$ cat src/rtl/rc_req_sched.sv
// Request-buffer scheduler: buffers core requests, drives an external age matrix and
// issues the oldest eligible entry (read responses first) through a registered port.
module rc_req_sched #(
  parameter  int NUM_ENTRIES = 4,
  parameter  int ADDR_W      = 32,
  parameter  int DATA_W      = 32,
  localparam int TAG_W       = (NUM_ENTRIES > 1) ? $clog2(NUM_ENTRIES) : 1
) (
  input  logic                   Clk,
  input  logic                   Rst,
  input  logic                   InReqValid,
  output logic                   InReqReady,
  input  logic [1:0]             InReqOpcode,
  input  logic [ADDR_W-1:0]      InReqAddr,
  input  logic [DATA_W-1:0]      InReqData,
  output logic                   OutReqValid,
  input  logic                   OutReqReady,
  output logic [1:0]             OutReqOpcode,
  output logic [ADDR_W-1:0]      OutReqAddr,
  output logic [DATA_W-1:0]      OutReqData,
  output logic [TAG_W-1:0]       OutReqTag,
  input  logic                   CplValid,
  input  logic [TAG_W-1:0]       CplTag,
  output logic                   AgeEnAlloc,
  output logic [NUM_ENTRIES-1:0] AgeNextAlloc,
  output logic [NUM_ENTRIES-1:0] AgeDealloc,
  output logic [NUM_ENTRIES-1:0] AgeMask0,
  output logic [NUM_ENTRIES-1:0] AgeMask1,
  input  logic [NUM_ENTRIES-1:0] AgeOldest0,
  input  logic [NUM_ENTRIES-1:0] AgeOldest1,
  output logic [TAG_W:0]         Occupancy,
  output logic                   ErrCpl
);

  typedef enum logic [1:0] {ST_FREE, ST_PEND, ST_ISSUED} ent_st_e;

  localparam logic [1:0] OP_RD  = 2'd0;
  localparam logic [1:0] OP_WR  = 2'd1;
  localparam logic [1:0] OP_RSP = 2'd2;

  ent_st_e           st_q   [NUM_ENTRIES];
  logic [1:0]        op_q   [NUM_ENTRIES];
  logic [ADDR_W-1:0] addr_q [NUM_ENTRIES];
  logic [DATA_W-1:0] data_q [NUM_ENTRIES];

  logic              out_valid_q;
  logic [1:0]        out_op_q;
  logic [ADDR_W-1:0] out_addr_q;
  logic [DATA_W-1:0] out_data_q;
  logic [TAG_W-1:0]  out_tag_q;
  logic              err_q;
  logic [TAG_W:0]    occ_q, occ_d;

  logic [NUM_ENTRIES-1:0] free_vec, issued_vec, mask0, mask1, sel_oh, alloc_oh;
  logic [TAG_W-1:0]       alloc_idx, sel_idx;
  logic                   accept, load, posted, cpl_hit;
  logic [1:0]             in_op;

  for (genvar gi = 0; gi < NUM_ENTRIES; gi++) begin : g_vec
    assign free_vec[gi]   = (st_q[gi] == ST_FREE);
    assign issued_vec[gi] = (st_q[gi] == ST_ISSUED);
    assign mask0[gi]      = (st_q[gi] == ST_PEND) && (op_q[gi] == OP_RSP);
    assign mask1[gi]      = (st_q[gi] == ST_PEND) && (op_q[gi] != OP_RSP);
  end

  assign InReqReady = |free_vec;
  assign accept     = InReqValid & InReqReady;
  assign in_op      = (InReqOpcode == 2'd3) ? OP_WR : InReqOpcode;

  always_comb begin
    alloc_idx = '0;
    for (int i = NUM_ENTRIES - 1; i >= 0; i--) begin
      if (free_vec[i]) alloc_idx = TAG_W'(i);
    end
    alloc_oh = '0;
    if (accept) alloc_oh[alloc_idx] = 1'b1;
  end

  // Read responses win outright; the matrix only orders entries within a class.
  always_comb begin
    if (|mask0)      sel_oh = AgeOldest0 & mask0;
    else if (|mask1) sel_oh = AgeOldest1 & mask1;
    else             sel_oh = '0;
    sel_idx = '0;
    for (int i = 0; i < NUM_ENTRIES; i++) begin
      if (sel_oh[i]) sel_idx = sel_idx | TAG_W'(i);
    end
  end

  assign load    = (|sel_oh) & (~out_valid_q | OutReqReady);
  assign posted  = load & (op_q[sel_idx] != OP_RD);
  assign cpl_hit = CplValid & issued_vec[CplTag];
  assign occ_d   = occ_q + (TAG_W+1)'(accept) - (TAG_W+1)'(posted) - (TAG_W+1)'(cpl_hit);

  assign AgeEnAlloc   = accept;
  assign AgeNextAlloc = alloc_oh;
  assign AgeDealloc   = load ? sel_oh : '0;
  assign AgeMask0     = mask0;
  assign AgeMask1     = mask1;

  always_ff @(posedge Clk or negedge Rst) begin
    if (!Rst) begin
      for (int i = 0; i < NUM_ENTRIES; i++) st_q[i] <= ST_FREE;
      out_valid_q <= 1'b0;
      out_op_q    <= '0;
      out_addr_q  <= '0;
      out_data_q  <= '0;
      out_tag_q   <= '0;
      err_q       <= 1'b0;
      occ_q       <= '0;
    end else begin
      for (int i = 0; i < NUM_ENTRIES; i++) begin
        if (alloc_oh[i])                          st_q[i] <= ST_PEND;
        else if (load && sel_oh[i])               st_q[i] <= (op_q[i] == OP_RD) ? ST_ISSUED : ST_FREE;
        else if (cpl_hit && CplTag == TAG_W'(i))  st_q[i] <= ST_FREE;
      end
      if (load) begin
        out_valid_q <= 1'b1;
        out_op_q    <= op_q[sel_idx];
        out_addr_q  <= addr_q[sel_idx];
        out_data_q  <= data_q[sel_idx];
        out_tag_q   <= sel_idx;
      end else if (OutReqReady) begin
        out_valid_q <= 1'b0;
      end
      if (CplValid && !cpl_hit) err_q <= 1'b1;
      occ_q <= occ_d;
    end
  end

  // Payload storage carries no reset; entry state alone decides what is valid.
  always_ff @(posedge Clk) begin
    if (accept) begin
      op_q[alloc_idx]   <= in_op;
      addr_q[alloc_idx] <= InReqAddr;
      data_q[alloc_idx] <= InReqData;
    end
  end

  assign OutReqValid  = out_valid_q;
  assign OutReqOpcode = out_op_q;
  assign OutReqAddr   = out_addr_q;
  assign OutReqData   = out_data_q;
  assign OutReqTag    = out_tag_q;
  assign Occupancy    = occ_q;
  assign ErrCpl       = err_q;

endmodule

$ cat config.mk
export PLATFORM = sky130hd
export DESIGN_NAME = rc_req_sched
export DESIGN_NICKNAME = d
export VERILOG_FILES = /design/src/rtl/rc_req_sched.sv
export SDC_FILE = /design/constraint.sdc
export NUM_CORES = 1
export LEC_CHECK = 0
export BUFFER_PORTS_ARGS = -buffer_cell sky130_fd_sc_hd__buf_2
export CAP_MARGIN = 10
export CELL_PAD_IN_SITES_DETAIL_PLACEMENT = 2
export CELL_PAD_IN_SITES_GLOBAL_PLACEMENT = 2
export CORE_ASPECT_RATIO = 1.4
export CORE_MARGIN = 3
export CORE_UTILIZATION = 36
export DETAILED_ROUTE_END_ITERATION = 10
export PLACE_DENSITY = 0.8
export SYNTH_ARGS = -nofsm -noshare
export SYNTH_HDL_FRONTEND = slang
export SYNTH_SLANG_ARGS = --single-unit
$ cat constraint.sdc
create_clock -name Clk -period 7.9 [get_ports Clk]
set_input_delay 0.79 -clock Clk [delete_from_list [all_inputs] [get_ports Clk]]
set_output_delay 0.79 -clock Clk [all_outputs]
set_load 0.1 [all_outputs]
# Yosys cells after proc, flatten, opt, wreduce, memory -nomap -nowiden
# Memory sizes are Yosys's and may differ from the RTL's. A register that Yosys moved wholly into a read port is not among the register bits.
# Index checks and enable logic that the tools add are counted.
# totals
reg_bits	17
latch_bits	0
ram_bits	264
mem_bits_ro	0
inputBits	81
output_inout_bits	91
elab_cells	122
n_memories	3
# classes
addsub	3
multipliers	0
div	0
n_lt_le_gt_ge	3
n_eq_ne	20
shift	0
n_mux	36
bitwise	8
reduce_logical	40
# memory_table
name	depth	width	rd	rd_clocked_by_memory_dff	wr	line	text
addr_q	4	32	1	1	1	43	logic [ADDR_W-1:0] addr_q [NUM_ENTRIES];
data_q	4	32	1	1	1	44	logic [DATA_W-1:0] data_q [NUM_ENTRIES];
op_q	4	2	5	0	1	42	logic [1:0] op_q [NUM_ENTRIES];
# ops
op	n
2-bit two-way mux	23
2-bit == test, second input constant	11
1-bit logical AND	18
2-bit zero test	9
4-bit two-way mux	4
4-bit OR reduction	4
3-bit nonzero test	4
2-bit by 1-bit == test with 1-bit output, second input constant	5
4-bit AND	2
2-bit != test, second input constant	4
1-bit two-way mux	7
2-bit by 3-bit < comparator with 1-bit output, second input constant	2
3-bit by 1-bit subtractor with 3-bit output	2
1-bit AND	4
2-bit nonzero test	2
3-bit by 1-bit adder with 3-bit output	1
1-bit zero test	3
1-bit binary-select mux with 2-bit select	1
1-bit demux with 2-bit select	1
2-bit by 1-bit greater-or-equal comparator with 1-bit output, second input constant	1
1-bit NOT	1
1-bit bitwise OR	1

# Logic depth before layout (Yosys ltp)
# An unclocked memory read counts as a cell.
# depth
depth_word	13
ltp_mapped	16
ltp_nobuf	13

# Worst setup path before layout
# OpenSTA, ideal clock, no wires.
# synth_timing
path_type	input-to-output
startpoint	input InReqValid
endpoint	output AgeNextAlloc[3]
t_arrival_ns	9.904
slack_ns	-2.794
cell_stages	2
path_cell_list	nand2_1 > nor4_1
# synth_between
elab_chain_len	2
# synth_lines
element	line	text
from (decl)	11	input logic InReqValid,
1-bit AND	67	assign accept = InReqValid & InReqReady;
4-bit two-way mux	76	if (accept) alloc_oh[alloc_idx] = 1'b1;
to (decl)	25	output logic [NUM_ENTRIES-1:0] AgeNextAlloc,
# No other way between the ends.

==> metrics.csv <==
metric;value;unit
status;finished clean;
CTS Root Buffer Type;clkbuf_16;
Logic pwr share;47.6;%
setup slack after layout;3.20;ns
capture point of the worst path;Occupancy[2]$_DFF_PN0_;
Die Area;44400;um2
sequential cell area fraction in the yosys report;66.0;%
internal power;4380;uW
post-cts sizing count;0;
YS warnings;0;
power per cell area;491;nW/um2
vias in the first global route;12500;
GRT busiest layer;met2;
final setup vio count;0;
Startpoint Class;register;
crit-path max FO;67;
crit path DAT;5.15;ns
postcts setup bufs;0;
Largest stage delay, worst path;0.65;ns
initial antenna violation count;0;
met2 GRT Util;41.1;%
commonest non-fill, non-tap cell in the layout;edfxtp_1;
CTS tree;done;
Critical Path End Type;register;
Worst Tran Pin Value;1.15;ns
Worst EP required;8.35;ns
ys flop type;edfxtp_1;
worst hold path type;in2async;
Slew Limit Fails;0;
final net count;1416;
First-pass DRT Iterations;5;
M3 GR Usage;3.39;%
row cnt;88;
r2r setup slk;3.20;ns
Switch Pwr;4230;uW
Worst Reg-to-Reg Cells;14;
die span in x;179;um
RD Place Congestion;0.800;
clock latency on the worst-skew pair;0.54;ns
post-route ant nets;0;
Post-Route WL;49.6;mm
first-pass GRT wire length;75.9;mm
LEAKAGE;0.00649;uW
Worst Skew;0.0246;ns
main area contributors after synthesis;edfxtp_1, dfrtp_1, o311a_1;
largest net degree at the start of global routing;105;
Worst path slowest cell;buf_4;
Layout area overhead;16.3;%
clock power share;20.3;%
max cap viols;0;
DRC Markers;0;
TritonCTS Buffers;36;
DR vias;11242;
fillers;4193;
worst reg2reg path startpoint;op_q[1][0]$_DFFE_PP_;
top-area cell type share of the netlist area;52.6;%
reg2reg end;Occupancy[2]$_DFF_PN0_;
Mean Syn Cell Area;12.3;um2
worst-path cell chain;nor4bb_4 > buf_4 > nor2_1 > a32oi_4 > buf_4 > nor2_1 > a222oi_1 > a21oi_1 > fa_1 > inv_1 > ha_1 > ha_1 > xnor2_1 > xnor2_1;
Vias per Instance;5.92;
final period utilization;59.5;%
crit path from;op_q[1][0]$_DFFE_PP_;
Place WS;3.29;ns
final hold violations;0;
clk slew on worst S/H paths;0.06;ns
clock sink count;345;
antenna cells;0;
Initial Util;36.5;%
number of hold buffers added after cts;0;
Synth cell types;54;
Mapped Cells;1227;
GR Util met1;26.7;%
WL per Instance;26.1;um
grt ovf;0;
RSZ-0062 raised after global routing;no;
most frequent cells in the layout;edfxtp_1, buf_2, nand2_1;
Max-slew headroom;23.5;%
CORE AREA;41300;um2
Port Buf Inserts;171;
synthesized flop and latch total;345;
shortest period the worst path allows;4.70;ns
Max Buffers Root-to-Sink;3;
I/O pins;172;
share of power burned in registers;32.1;%
leading area contributor after synthesis;edfxtp_1;
initial drt markers;970;
Setup TNS;0;ns
Clock H-tree levels;2;
Synth Cell Area;15100;um2
f_max;0.213;GHz
sw frac;49.1;%
Synth async-reset ratio;23.5;%
dpl hpwl;28.9;mm
layout cells sized above 1;19.4;%
post-synthesis net count;1312;
Critical Setup Path Class;reg2reg;
gr usage total;22.2;%
Post-synth EDFFs;264;
worst vdd ir;0.000323;V
Vert. Die Dim;248;um
[through the flow]
step / utilization, % / hold WS, ns / power, uW / cells / cell area (um2)
2_1_floorplan: - / 0.460 / 5920 / 1227 / 15100
3_3_place_gp: 39.6 / 0.440 / 6760 / 1833 / 16300
3_5_place_dp: 39.6 / 0.496 / 6900 / 1833 / 16300
4_1_cts: 42.5 / 0.288 / 8680 / 1899 / 17500
5_1_grt: 42.5 / 0.304 / 9040 / 1899 / 17500
6_report: 42.5 / 0.271 / 8610 / 1899 / 17500
[power by group through the flow]
stage	logic [uW]	registers, uW	clock network (uW)
after global placement	3990	2760	0
final	4100	2770	1750
after CTS	4130	2770	1780
after global routing	4360	2820	1860
after floorplan	1820	4090	0
after detailed placement	4110	2790	0
[worst min path at each step]
stage | from | end | slack [ns]
6_report | Rst | OutReqData[2]$_DFFE_PN0N_ | 0.27
5_1_grt | Rst | OutReqData[1]$_DFFE_PN0N_ | 0.30
4_1_cts | Rst | OutReqData[2]$_DFFE_PN0N_ | 0.29
3_5_place_dp | Occupancy[0]$_DFF_PN0_ | Occupancy[0]$_DFF_PN0_ | 0.50
3_3_place_gp | ErrCpl$_DFFE_PN0P_ | ErrCpl$_DFFE_PN0P_ | 0.44
2_1_floorplan | op_q[1][1]$_DFFE_PP_ | st_q[5]$_DFFE_PN0P_ | 0.46
[cell families (layout without fill, tap and decap cells)]
logic type | Yosys count | in the layout | share of synthesized area, %
compound gates | 417 | 417 | 19.3
flops | 345 | 345 | 66.0
simple gates | 320 | 320 | 9.94
buf+inv | 137 | 269 | 4.13
fa+ha+maj | 4 | 4 | 0.382
xor+xnor | 2 | 2 | 0.116
mux | 2 | 2 | 0.133
[metal layers]
metal  routed length [um]  part of all wire [%]
met5                    0                     0
met4                 1190                   2.4
met1                19300                    39
met2                26700                    54
met3                 2370                   4.8
[sequential cells by signal (all words and copies together) (netlist names), 2 cells and up]
| signal | count |
|---|---|
| Occupancy | 3 |
| op_q | 8 |
| st_q | 8 |
| OutReqTag | 2 |
| addr_q | 128 |
| OutReqAddr | 32 |
| OutReqData | 32 |
| data_q | 128 |
| OutReqOpcode | 2 |
[final cells by class]
| class | instances | area, um2 | share of cell area (%) |
|---|---|---|---|
| multi-input combinational | 745 | 4660 | 26.5 |
| inverter | 13 | 50.0 | 0.285 |
| clock buffer | 51 | 1020 | 5.81 |
| timing repair buffer | 190 | 1000 | 5.72 |
| sequential | 345 | 9950 | 56.7 |
| tap | 540 | 676 | 3.85 |
| clock inverter | 15 | 183 | 1.04 |
[worst max-delay path, delay by kind of cell (launching register included)]
family | cells | cell delay (ns)
AND/OR/NAND/NOR | 3 | 0.90
flip-flops | 1 | 0.48
adder cells (fa/ha/maj) | 3 | 0.92
buffers and inverters | 3 | 1.03
AO/OA/AOI/OAI | 3 | 0.88
XOR/XNOR | 2 | 0.38
[synthesized netlist by cell type, drive strengths merged, types with 2 or more instances]
library cell / number
ha: 3
nand2b: 9
a21o: 70
a21oi: 66
xnor2: 2
dfrtp: 81
edfxtp: 264
nand3: 128
o21ai: 69
mux2i: 2
nor3: 2
o311a: 65
inv: 13
nand2: 139
nor2b: 6
o31ai: 71
a222oi: 2
and2: 5
nor2: 14
nor3b: 3
and4bb: 2
clkbuf: 83
a31oi: 65
buf: 41
(Power assumes the default switching activity.)
